**config.mk**
```make
export PLATFORM = sky130hd
export DESIGN_NAME = dmem_store_buffer
export DESIGN_NICKNAME = d
export VERILOG_FILES = /design/src/rtl/dmem_store_buffer.sv
export SDC_FILE = /design/constraint.sdc
export NUM_CORES = 1
export LEC_CHECK = 0
export BUFFER_PORTS_ARGS = -buffer_cell sky130_fd_sc_hd__buf_2
export CORE_MARGIN = 2
export CORE_UTILIZATION = 45
export CTS_BUF_LIST = sky130_fd_sc_hd__clkbuf_4
export CTS_CLUSTER_DIAMETER = 60
export DETAILED_ROUTE_END_ITERATION = 8
export GPL_TIMING_DRIVEN = 1
export PLACE_DENSITY = 0.68
export RECOVER_POWER = 25
export SYNTH_ARGS = -nofsm -noshare
export SYNTH_HDL_FRONTEND = slang
export SYNTH_SLANG_ARGS = --single-unit
export TNS_END_PERCENT = 30
```
**constraint.sdc**
```tcl
create_clock -name clock -period 4.3 [get_ports clock]
set_input_delay 0.215 -clock clock [delete_from_list [all_inputs] [get_ports clock]]
set_output_delay 0.215 -clock clock [all_outputs]
set_load 0.02 [all_outputs]
```
**src/rtl/dmem_store_buffer.sv**
```systemverilog
// dmem_store_buffer: write-through store buffer between the core M stage and data memory.
//
// Stores (always full 32-bit words) are queued in a DEPTH-entry circular FIFO and drained one
// at a time to the backing memory through a req/ack handshake. Loads read the backing memory
// combinationally. With forwarding built in, a load whose word address hits a pending store
// returns the youngest matching store's data instead.
//
// Build option: define DMEM_STORE_BUFFER_FORWARD_EN to enable store-to-load forwarding.
// Without it, readDataM is a straight wire from mem_rdata and no comparators exist.
//
// Ports:
//   clock, reset              rising-edge clock, asynchronous active-low reset
//   memwriteM                 store strobe from the core M stage
//   ALUresultM, writedataM    byte address (load or store) and store data
//   readDataM                 load data returned to the core (combinational)
//   mem_req/addr/wdata/ack    drain handshake to the backing memory (head entry)
//   mem_raddr, mem_rdata      backing memory combinational read port
//   sb_count/empty/full       occupancy status
//   sb_overflow               sticky: a store was dropped because the buffer was full
module dmem_store_buffer #(
  parameter int unsigned DEPTH = 4,
  parameter int unsigned CNT_W = 3
) (
  input  logic             clock,
  input  logic             reset,
  input  logic             memwriteM,
  input  logic [31:0]      ALUresultM,
  input  logic [31:0]      writedataM,
  output logic [31:0]      readDataM,
  output logic             mem_req,
  output logic [31:0]      mem_addr,
  output logic [31:0]      mem_wdata,
  input  logic             mem_ack,
  output logic [31:0]      mem_raddr,
  input  logic [31:0]      mem_rdata,
  output logic [CNT_W-1:0] sb_count,
  output logic             sb_empty,
  output logic             sb_full,
  output logic             sb_overflow
);

  localparam int unsigned PtrW = (DEPTH > 1) ? $clog2(DEPTH) : 1;

  typedef enum logic {StIdle, StDrain} state_e;

  state_e           state_q, state_d;
  logic [PtrW-1:0]  head_q, tail_q;
  logic [CNT_W-1:0] count_q, count_d;
  logic             overflow_q;
  logic [31:0]      addr_mem [DEPTH];
  logic [31:0]      data_mem [DEPTH];
  logic             full;
  logic             push;
  logic             pop;

  assign full = (count_q == CNT_W'(DEPTH));
  assign pop  = mem_req & mem_ack;
  // A simultaneous pop frees the head slot, so a store is accepted even when full.
  assign push = memwriteM & (~full | pop);

  assign count_d = count_q + CNT_W'(push) - CNT_W'(pop);

  // State register
  always_ff @(posedge clock or negedge reset) begin
    if (!reset) begin
      state_q <= StIdle;
    end else begin
      state_q <= state_d;
    end
  end

  // Next-state logic
  always_comb begin
    state_d = state_q;
    case (state_q)
      StIdle: begin
        if ((count_q != '0) || push) state_d = StDrain;
      end
      StDrain: begin
        if (pop && !push && (count_q == CNT_W'(1))) state_d = StIdle;
      end
      default: state_d = StIdle;
    endcase
  end

  // Outputs: the drain port shows the head entry only while draining, zero otherwise.
  always_comb begin
    mem_req   = 1'b0;
    mem_addr  = '0;
    mem_wdata = '0;
    if (state_q == StDrain) begin
      mem_req   = 1'b1;
      mem_addr  = addr_mem[head_q];
      mem_wdata = data_mem[head_q];
    end
  end

  // Pointers, occupancy and sticky overflow
  always_ff @(posedge clock or negedge reset) begin
    if (!reset) begin
      head_q     <= '0;
      tail_q     <= '0;
      count_q    <= '0;
      overflow_q <= 1'b0;
    end else begin
      if (pop)  head_q <= head_q + PtrW'(1);
      if (push) tail_q <= tail_q + PtrW'(1);
      count_q <= count_d;
      if (memwriteM && full && !pop) overflow_q <= 1'b1;
    end
  end

  // Entry storage needs no reset: only slots covered by count_q are ever observed.
  always_ff @(posedge clock) begin
    if (push) begin
      addr_mem[tail_q] <= ALUresultM;
      data_mem[tail_q] <= writedataM;
    end
  end

  assign sb_count    = count_q;
  assign sb_empty    = (count_q == '0);
  assign sb_full     = full;
  assign sb_overflow = overflow_q;
  assign mem_raddr   = ALUresultM;

`ifdef DMEM_STORE_BUFFER_FORWARD_EN
  logic [PtrW-1:0] fwd_idx;

  // Walk valid entries oldest to youngest so the youngest match wins. The head being popped
  // this cycle is still inside count_q and therefore still forwards.
  always_comb begin
    readDataM = mem_rdata;
    fwd_idx   = head_q;
    for (int i = 0; i < int'(DEPTH); i++) begin
      fwd_idx = head_q + PtrW'(i);
      if ((CNT_W'(i) < count_q) && (addr_mem[fwd_idx][31:2] == ALUresultM[31:2])) begin
        readDataM = data_mem[fwd_idx];
      end
    end
  end
`else
  assign readDataM = mem_rdata;
`endif

endmodule
```
Yosys cells after proc, flatten, opt, wreduce, memory -nomap -nowiden
Memories as Yosys holds them, arrays and structs flattened.
Cells that the tools add are included.
- memories: 2
- bits in writable memories: 256
- input port bits: 100
- flip-flop bits (word level): 9
- word-level logic and storage cells: 35
- memories (name ; depth ; bits a word ; rd ports ; clocked after memory_dff ; write ports ; line ; source):
    addr_mem ; 4 ; 32 ; 1 ; 0 ; 1 ; 50 ; logic [31:0] addr_mem [DEPTH];
    data_mem ; 4 ; 32 ; 1 ; 0 ; 1 ; 51 ; logic [31:0] data_mem [DEPTH];
- bitwise logic cells: 5
- add/sub/neg operators: 4
- multiplexer cells: 8
- reductions and logical operators: 9
- equality and inequality tests: 2
- operators with widths (kind ; number):
    32-bit two-way mux ; 2
    1-bit two-way mux ; 5
    2-bit by 1-bit adder with 2-bit output (second input constant) ; 2
    1-bit logical AND ; 4
    3-bit by 1-bit adder with 3-bit output ; 1
    3-bit by 1-bit == test with 1-bit output (second input constant) ; 1
    3-bit == test (second input constant) ; 1
    3-bit logical NOT ; 1
    3-bit nonzero test ; 1
    3-bit by 1-bit subtractor with 3-bit output ; 1
    1-bit AND ; 2
    1-bit logical NOT ; 2
    1-bit NOT ; 2
    1-bit one-hot mux with 2 select lines ; 1
    1-bit logical OR ; 1
    1-bit OR ; 1

Depth between registers and ports, before layout
Gate-level depths: netlist (run 1).
- depth in word-level cells: 9
- mapped depth: 8

Worst setup path before layout (run 1)
No wires, ideal clock.
- path type: reg-to-reg
- start: register count_q[2], in the netlist sb_count[2]
- end: memory addr_mem[0][0] (enable)
- arrival time: 2.630 ns
- setup time: 0.429 ns
- cell stages (with the launch flop): 4
- required time: 3.871 ns
- setup slack: 1.241 ns
- clock period less this slack: 3.059 ns
- cells stage by stage: dfrtp_1 -> nor3b_2 -> a21boi_1 -> and2_1
- cells in the longest elaborated chain, start to end: 6
- ends and longest elaborated chain (item ; line ; source):
    from (decl) ; 48 ; logic [CNT_W-1:0] count_q, count_d;
    from (signal assigned) ; 108 ; count_q <= count_d;
    3-bit == test ; 56 ; assign full = (count_q == CNT_W'(DEPTH));
    via sb_full ; 38 ; output logic sb_full,
    1-bit NOT ; 59 ; assign push = memwriteM & (~full | pop);
    1-bit OR ; 59 ;
    1-bit AND ; 59 ;
    1-bit two-way mux ; 115 ; if (push) begin
    1-bit two-way mux (implied by the code) ; 116 ; addr_mem[tail_q] <= ALUresultM;
    to (decl) ; 50 ;
The timed path passes the listed nets, and every way through them passes these cells.

Final worst setup path (run 1)
- start: register head_q[0]
- end: output mem_addr[4]
- cells in the longest elaborated chain, start to end: 2
- ends and longest elaborated chain (item ; line ; source):
    from (decl) ; 47 ; logic [PtrW-1:0] head_q, tail_q;
    from (signal assigned) ; 106 ; if (pop) head_q <= head_q + PtrW'(1);
    memory 4 x 32 bit ; n/a ;
    32-bit two-way mux ; 91 ; if (state_q == StDrain) begin
    to (decl) ; 31 ; output logic [31:0] mem_addr,
No other way between the ends.

==> impl_metrics.prom, run 1 <==
# TYPE chip_impl_metric gauge
chip_impl_info{name="synth_top_cells_by_count",value="edfxtp_1, and2_1, buf_4, mux4_2, dfrtp_1"} 1
chip_impl_metric{name="clock_latency",unit="ns"} 0.61
chip_impl_metric{name="timing.final.max_slew_violations",unit=""} 0
chip_impl_metric{name="register_area",unit="mm²"} 0.00792
chip_impl_metric{name="grt_remaining_overflow",unit=""} 0
chip_impl_info{name="top_reg_cell_synth",value="edfxtp_1"} 1
chip_impl_info{name="hold_class",value="in -> reg"} 1
chip_impl_metric{name="drt_iter0_markers",unit=""} 186
chip_impl_metric{name="final.setup.tns",unit="ns"} 0
chip_impl_metric{name="worstMarginPinSlew",unit="ns"} 1.01
chip_impl_metric{name="drc",unit=""} 0
chip_impl_metric{name="yosysSeqAreaShare",unit="%"} 74.5
chip_impl_info{name="critical-path-slowest-cell",value="dfrtp_4"} 1
chip_impl_metric{name="area_taken_by_multi_input_logic_gates",unit="mm²"} 0.00209
chip_impl_metric{name="power.combinational.fraction",unit="%"} 32.5
chip_impl_metric{name="core",unit="mm²"} 0.0233
chip_impl_metric{name="f_max",unit="GHz"} 0.337
chip_impl_metric{name="cts.path.max_buffers",unit=""} 3
chip_impl_metric{name="synth.top_cell.area_share",unit="%"} 72.4
chip_impl_info{name="synth.area.top_cells",value="edfxtp_1, mux4_2, buf_4"} 1
chip_impl_metric{name="power_switching_share",unit="%"} 32.0
chip_impl_info{name="setup_repair_after_global_routing_missed_its_margin",value="false"} 1
chip_impl_metric{name="clock_power_share",unit="%"} 24.2
chip_impl_metric{name="required",unit="ns"} 4.09
chip_impl_metric{name="overall_die_area",unit="mm²"} 0.0248
chip_impl_metric{name="dieHeight",unit="µm"} 158
chip_impl_metric{name="relSlewSlack",unit="%"} 32.5
chip_impl_metric{name="postRouteAntennaNets",unit=""} 0
chip_impl_metric{name="placement_rows",unit=""} 56
chip_impl_metric{name="dpl.hpwl",unit="µm"} 10400
chip_impl_info{name="path_delay_family",value="flip-flops"} 1
chip_impl_metric{name="power.switching",unit="mW"} 2.78
chip_impl_metric{name="net_count_reported_at_finish",unit=""} 841
chip_impl_metric{name="synth.ff_latch_count",unit=""} 265
chip_impl_metric{name="hold_path_depth",unit=""} 2
chip_impl_metric{name="groute.usage.overall",unit="%"} 16.0
chip_impl_info{name="timing.hold.worst.start",value="writedataM[19]"} 1
chip_impl_metric{name="cts_num_sinks",unit=""} 265
chip_impl_info{name="clock_tree_from_tritoncts",value="done"} 1
chip_impl_metric{name="synth_async_sr_flop_share",unit="%"} 3.40
chip_impl_info{name="reg2reg_from",value="sb_count[2]"} 1
chip_impl_metric{name="power",unit="mW"} 8.67
chip_impl_info{name="r2r_end",value="data_mem[3][5]"} 1
chip_impl_metric{name="critPathArrivalTime",unit="ns"} 2.75
chip_impl_info{name="end_kind",value="output port"} 1
chip_impl_metric{name="leakage",unit="nW"} 4.48
chip_impl_info{name="netlist.top_cell.by_area",value="edfxtp_1"} 1
chip_impl_metric{name="reg2reg_setup_slack",unit="ns"} 1.85
chip_impl_metric{name="power_density",unit="mW/mm²"} 679
chip_impl_metric{name="grt_start_max_net_pins",unit=""} 69
chip_impl_metric{name="routed_wl",unit="µm"} 19400
chip_impl_metric{name="final.min_clock_period",unit="ns"} 2.97
chip_impl_metric{name="num_io_pins",unit=""} 235
chip_impl_metric{name="post_cts_setup_buffer_count",unit=""} 0
chip_impl_metric{name="vias_per_cell",unit=""} 4.90
chip_impl_metric{name="internal_power",unit="mW"} 5.90
chip_impl_metric{name="synth-edff-count",unit=""} 256
chip_impl_metric{name="power.ir.vdd_worst",unit="µV"} 431
chip_impl_metric{name="drive_above_1_share",unit="%"} 39.1
chip_impl_info{name="ctsRootBufferMaster",value="clkbuf_4"} 1
chip_impl_metric{name="htree_num_levels",unit=""} 3
chip_impl_metric{name="core_utilization_of_the_finished_layout",unit="%"} 54.8
chip_impl_metric{name="final_min_period_over_clock_period",unit="%"} 69.1
chip_impl_metric{name="antenna_cells_inserted",unit=""} 0
chip_impl_metric{name="initial_antenna_violation_count",unit=""} 0
chip_impl_metric{name="final_hold_viol_count",unit=""} 0
chip_impl_metric{name="timing.final.setup_violations",unit=""} 0
chip_impl_metric{name="routed_wire_length_per_instance",unit="µm"} 17.8
chip_impl_metric{name="synthesis.area_per_instance",unit="µm²"} 20.8
chip_impl_metric{name="post_synth_instance_area",unit="mm²"} 0.0106
chip_impl_metric{name="worst-path-buf-inv",unit=""} 2
chip_impl_metric{name="routabilityCongestion",unit=""} 0.685
chip_impl_metric{name="grt_pass1_vias",unit=""} 5859
chip_impl_metric{name="worst_r2r_path_depth",unit=""} 3
chip_impl_metric{name="timing.critical_path.fanout_max",unit=""} 36
chip_impl_info{name="path_class",value="reg -> out"} 1
chip_impl_metric{name="yosysWarnings",unit=""} 0
chip_impl_info{name="hold_end",value="data_mem[1][19]"} 1
chip_impl_metric{name="drv.max_cap_violation_count",unit=""} 0
chip_impl_metric{name="seqPwrFrac",unit="%"} 43.3
chip_impl_metric{name="cts_hold_buffers",unit=""} 69
chip_impl_metric{name="crit_cells",unit=""} 4
chip_impl_metric{name="area_delta_synth_final",unit="%"} 20.3
chip_impl_info{name="critical_path.startpoint_type",value="flip-flop"} 1
chip_impl_metric{name="clk_pin_slew",unit="ns"} 0.07
chip_impl_metric{name="vias",unit=""} 5355
chip_impl_metric{name="postSynthCellCount",unit=""} 511
chip_impl_metric{name="nFillCells",unit=""} 1845
chip_impl_metric{name="effective_utilization_at_floorplan",unit="%"} 45.5
chip_impl_info{name="setup.worst_path.start",value="head_q[0]"} 1
chip_impl_metric{name="synth.net_count",unit=""} 617
chip_impl_metric{name="grt_first_pass_wirelength",unit="µm"} 30000
chip_impl_metric{name="synth_cell_type_count",unit=""} 22
chip_impl_metric{name="io_buffer_count",unit=""} 170
chip_impl_metric{name="dieWidth",unit="µm"} 158
chip_impl_metric{name="drt-pass1-iter-count",unit=""} 5
chip_impl_info{name="cell_chain_critical_path",value="buf_12, mux4_2, and2_1, buf_2"} 1
chip_impl_metric{name="cts-resized-gates",unit=""} 0
chip_impl_metric{name="fin_skew",unit="ns"} 0.0394
chip_impl_info{name="synth.most_common_cell",value="edfxtp_1"} 1
chip_impl_info{name="outcome",value="finished clean"} 1
chip_impl_metric{name="numCtsBuffers",unit=""} 66
chip_impl_metric{name="max_stage_delay",unit="ns"} 0.84
-- cell usage in the layout, fill, tap and decap left out, types with 6 or more instances in the layout --
master           n
edfxtp_1       256
buf_2          128
dlygate4sd3_1   69
clkbuf_4        95
and2_1          64
clkinv_1         7
dfrtp_1          6
mux4_2          64
clkbuf_1        42
-- per-layer routing --
layer  vias to the layer above  part of all wire, %  track usage (%)
met3                        46                  7.0             5.09
li1                       2432                    -                -
met1                      2678                   41             18.9
met5                         -                    0                0
met4                         0                  1.8             6.32
met2                       199                   51             27.2
-- power by group through the flow --
stage | clock (mW) | combinational [mW] | sequential (mW)
finish | 2.10 | 2.82 | 3.76
global route | 2.29 | 3.04 | 3.83
CTS | 2.16 | 2.87 | 3.78
detailed placement | 0 | 2.81 | 3.83
global placement | 0 | 2.79 | 3.80
floorplan | 0 | 2.23 | 3.60
-- cell families after synthesis --
kind of cell | share of synthesized area [%]
fa+ha+maj | 0.778
xor+xnor | 0.412
mux | 13.7
compound gates | 0.271
flops | 74.5
buf+inv | 5.90
simple gates | 4.45
-- worst max path at each step --
stage	endpoint	slack [ns]
after floorplan	addr_mem[0][0]	1.24
after global placement	mem_addr[12]	1.90
after detailed placement	addr_mem[3][5]	1.88
after CTS	mem_addr[4]	1.19
after global routing	mem_addr[14]	1.08
final	mem_addr[4]	1.33
-- area by class of cell --
cell class | count | area share, %
multi-input cells | 157 | 16.4
flip-flops and latches | 265 | 62.0
repair buffers | 241 | 11.9
clock buffers | 95 | 5.58
inverters | 4 | 0.117
well taps | 319 | 3.12
clock inverters | 12 | 0.969
-- stage by stage --
stage          hold WS, ns  instances  cell area (µm²)  setup slack (ns)
3_3_place_gp        0.0772        917            11300              1.90
2_1_floorplan      -0.0806        511            10600              1.24
5_1_grt              0.347       1093            12800              1.08
6_report             0.379       1093            12800              1.33
4_1_cts              0.278       1093            12800              1.19
3_5_place_dp        0.0830        917            11300              1.88
-- registers in the layout (all words and copies together), names as in the netlist --
signal and flops:
addr_mem 128, data_mem 128, sb_count 3, head_q 2, tail_q 2, sb_overflow 1
state_q 1
-- worst reg2reg max path, delay by kind of cell (launching register included) --
| kind | cells | cell delay, ns |
|---|---|---|
| AND/OR/NAND/NOR | 2 | 1.11 |
| AO/OA/AOI/OAI | 1 | 0.46 |
| flip-flops | 1 | 0.43 |
Note: power is estimated with default switching activity, not from simulation.
==> inputs of run 2 (changes only) <==
Clock period 4.3 ns to 3.11 ns, I/O delays scaled along.
==> run 2 against run 1 <==
Against the previous run: sequential cell count unchanged; via count increased by 1.3%; count of clock-buffer cells in the layout increased by 8; global-route usage increased by 1.0 points; highest routed layer unchanged; clock power increased by 48%; power increased by 42%; largest cell class unchanged.
==> impl_metrics.prom, run 2 (synthesis results as in run 1) <==
# TYPE chip_impl_metric gauge
chip_impl_info{name="mostFrequentLayoutCell",value="edfxtp_1"} 1
chip_impl_metric{name="grt_pass1_vias",unit=""} 6041
chip_impl_metric{name="clk_pin_slew",unit="ns"} 0.06
chip_impl_metric{name="internal_power",unit="mW"} 8.36
chip_impl_metric{name="nFillCells",unit=""} 1838
chip_impl_info{name="critical-path-slowest-cell",value="dfrtp_4"} 1
chip_impl_metric{name="power_switching_share",unit="%"} 32.0
chip_impl_metric{name="dpl.hpwl",unit="µm"} 11600
chip_impl_metric{name="drt_iter0_markers",unit=""} 255
chip_impl_metric{name="drc",unit=""} 0
chip_impl_metric{name="antenna_cells_inserted",unit=""} 0
chip_impl_metric{name="final_min_period_over_clock_period",unit="%"} 82.8
chip_impl_info{name="setup_repair_after_global_routing_missed_its_margin",value="false"} 1
chip_impl_metric{name="vias_per_cell",unit=""} 4.85
chip_impl_metric{name="postRouteAntennaNets",unit=""} 0
chip_impl_metric{name="grt_first_pass_wirelength",unit="µm"} 31700
chip_impl_metric{name="hold_path_depth",unit=""} 2
chip_impl_metric{name="timing.final.setup_violations",unit=""} 0
chip_impl_info{name="hold_class",value="in -> reg"} 1
chip_impl_metric{name="relSlewSlack",unit="%"} 59.0
chip_impl_metric{name="htree_num_levels",unit=""} 3
chip_impl_metric{name="fin_skew",unit="ns"} 0.0306
chip_impl_metric{name="numCtsBuffers",unit=""} 68
chip_impl_metric{name="drt-pass1-iter-count",unit=""} 4
chip_impl_metric{name="core",unit="mm²"} 0.0233
chip_impl_metric{name="groute.usage.overall",unit="%"} 17.0
chip_impl_info{name="end_kind",value="output port"} 1
chip_impl_metric{name="power.switching",unit="mW"} 3.94
chip_impl_metric{name="clock_latency",unit="ns"} 0.64
chip_impl_info{name="most-common-layout-cells",value="edfxtp_1, buf_2, clkbuf_4"} 1
chip_impl_metric{name="drive_above_1_share",unit="%"} 40.7
chip_impl_metric{name="power.combinational.fraction",unit="%"} 34.1
chip_impl_metric{name="power.ir.vdd_worst",unit="µV"} 523
chip_impl_metric{name="routed_wire_length_per_instance",unit="µm"} 18.1
chip_impl_metric{name="effective_utilization_at_floorplan",unit="%"} 45.5
chip_impl_metric{name="leakage",unit="nW"} 4.60
chip_impl_metric{name="seqPwrFrac",unit="%"} 40.6
chip_impl_metric{name="dieWidth",unit="µm"} 158
chip_impl_metric{name="worst_r2r_path_depth",unit=""} 4
chip_impl_info{name="critical_path.startpoint_type",value="flip-flop"} 1
chip_impl_metric{name="grt_remaining_overflow",unit=""} 0
chip_impl_metric{name="placement_rows",unit=""} 56
chip_impl_metric{name="vias",unit=""} 5424
chip_impl_metric{name="power_density",unit="mW/mm²"} 945
chip_impl_metric{name="final.min_clock_period",unit="ns"} 2.57
chip_impl_metric{name="num_io_pins",unit=""} 235
chip_impl_metric{name="max_stage_delay",unit="ns"} 0.79
chip_impl_metric{name="f_max",unit="GHz"} 0.388
chip_impl_metric{name="finalHoldWorstSlack",unit="ns"} 0.285
chip_impl_metric{name="stdcell_count",unit=""} 1118
chip_impl_metric{name="cts.path.max_buffers",unit=""} 3
chip_impl_metric{name="initial_antenna_violation_count",unit=""} 0
chip_impl_metric{name="dieHeight",unit="µm"} 158
chip_impl_metric{name="area_taken_by_multi_input_logic_gates",unit="mm²"} 0.00209
chip_impl_metric{name="worstMarginPinSlew",unit="ns"} 0.616
chip_impl_info{name="outcome",value="finished clean"} 1
chip_impl_metric{name="final.setup.tns",unit="ns"} 0
chip_impl_metric{name="power",unit="mW"} 12.3
chip_impl_metric{name="timing.critical_path.fanout_max",unit=""} 35
chip_impl_info{name="ctsRootBufferMaster",value="clkbuf_4"} 1
chip_impl_metric{name="overall_die_area",unit="mm²"} 0.0248
chip_impl_info{name="clock_tree_from_tritoncts",value="done"} 1
chip_impl_metric{name="final_hold_viol_count",unit=""} 0
chip_impl_metric{name="placed_cells_incl_taps",unit=""} 926
chip_impl_metric{name="area_delta_synth_final",unit="%"} 22.5
chip_impl_metric{name="core_utilization_of_the_finished_layout",unit="%"} 55.8
chip_impl_info{name="path_class",value="reg -> out"} 1
chip_impl_metric{name="grt_start_max_net_pins",unit=""} 69
chip_impl_metric{name="clock_power_share",unit="%"} 25.2
chip_impl_metric{name="routed_wl",unit="µm"} 20200
chip_impl_metric{name="drv.max_cap_violation_count",unit=""} 0
chip_impl_metric{name="net_count_reported_at_finish",unit=""} 852
chip_impl_info{name="cell_chain_critical_path",value="buf_12, mux4_2, and2_1, buf_2"} 1
chip_impl_metric{name="register_area",unit="mm²"} 0.00792
chip_impl_metric{name="timing.final.max_slew_violations",unit=""} 0
chip_impl_metric{name="required",unit="ns"} 2.95
chip_impl_metric{name="critPathArrivalTime",unit="ns"} 2.42
chip_impl_metric{name="io_buffer_count",unit=""} 170
chip_impl_metric{name="cts_num_sinks",unit=""} 265
chip_impl_metric{name="routabilityCongestion",unit=""} 0.734
-- run 2: cell types whose count changed in the layout (fill, tap and decap cells not counted), sizes merged --
| cell | delta |
|---|---|
| buf | +10 |
| clkbuf | +7 |
| clkinv | +6 |
| clkinvlp | +1 |
| inv | +1 |
-- run 2: timing repair --
item,CTS,global route
hold buffers,69,0
hold endpoints to repair,270,0
gates resized for setup,0,0
setup endpoints to repair,0,0
setup buffers,0,0
-- run 2: final timing paths --
kind | start | to | slack, ns
worst max-delay path | head_q[1] | mem_addr[19] | 0.54
worst min-delay path | writedataM[14] | data_mem[2][14] | 0.28
worst max register to register | sb_count[2] | addr_mem[0][7] | 0.78
worst min register to register | sb_overflow | sb_overflow | 0.48
max in group asynchronous | reset | head_q[1] | 2.20
min in group asynchronous | reset | sb_count[1] | 0.54
-- run 2: metal layers --
| layer | track usage (%) | vias to the layer above | wire length (µm) |
|---|---|---|---|
| li1 | - | 2466 | - |
| met3 | 5.01 | 52 | 1510 |
| met1 | 20.3 | 2702 | 7980 |
| met4 | 7.14 | 0 | 394 |
| met2 | 28.8 | 204 | 10300 |
| met5 | 0 | - | 0 |
-- run 2: layout make-up --
cell class                 count  area share [%]
clock inverter                20            1.26
clock buffer                 103            5.94
inverter                       4           0.115
tap                          319            3.07
multi-input combinational    157            16.1
timing repair buffer         250            12.7
sequential                   265            60.9
-- run 2: critical path, delay by kind of cell, from the launching register on --
family                 cells  cell delay (ns)
DFF                        1             0.79
muxes                      1             0.32
and+or+nand+nor            1             0.20
buffers and inverters      2             0.46
-- run 2: power by group through the flow --
| stage | combinational, mW | sequential, mW | clock [mW] |
|---|---|---|---|
| final | 4.20 | 5.00 | 3.10 |
| after global placement | 4.19 | 5.03 | 0 |
| after detailed placement | 4.21 | 5.09 | 0 |
| after CTS | 4.30 | 5.02 | 3.21 |
| after global routing | 4.57 | 5.07 | 3.42 |
| after floorplan | 3.08 | 4.98 | 0 |
-- run 2: metrics by stage --
step	worst slack (ns)	instance area (µm²)
finish	0.536	13000
global route	0.402	13000
CTS	0.454	13100
detailed placement	0.739	11400
floorplan	0.0511	10600
global placement	0.836	11400
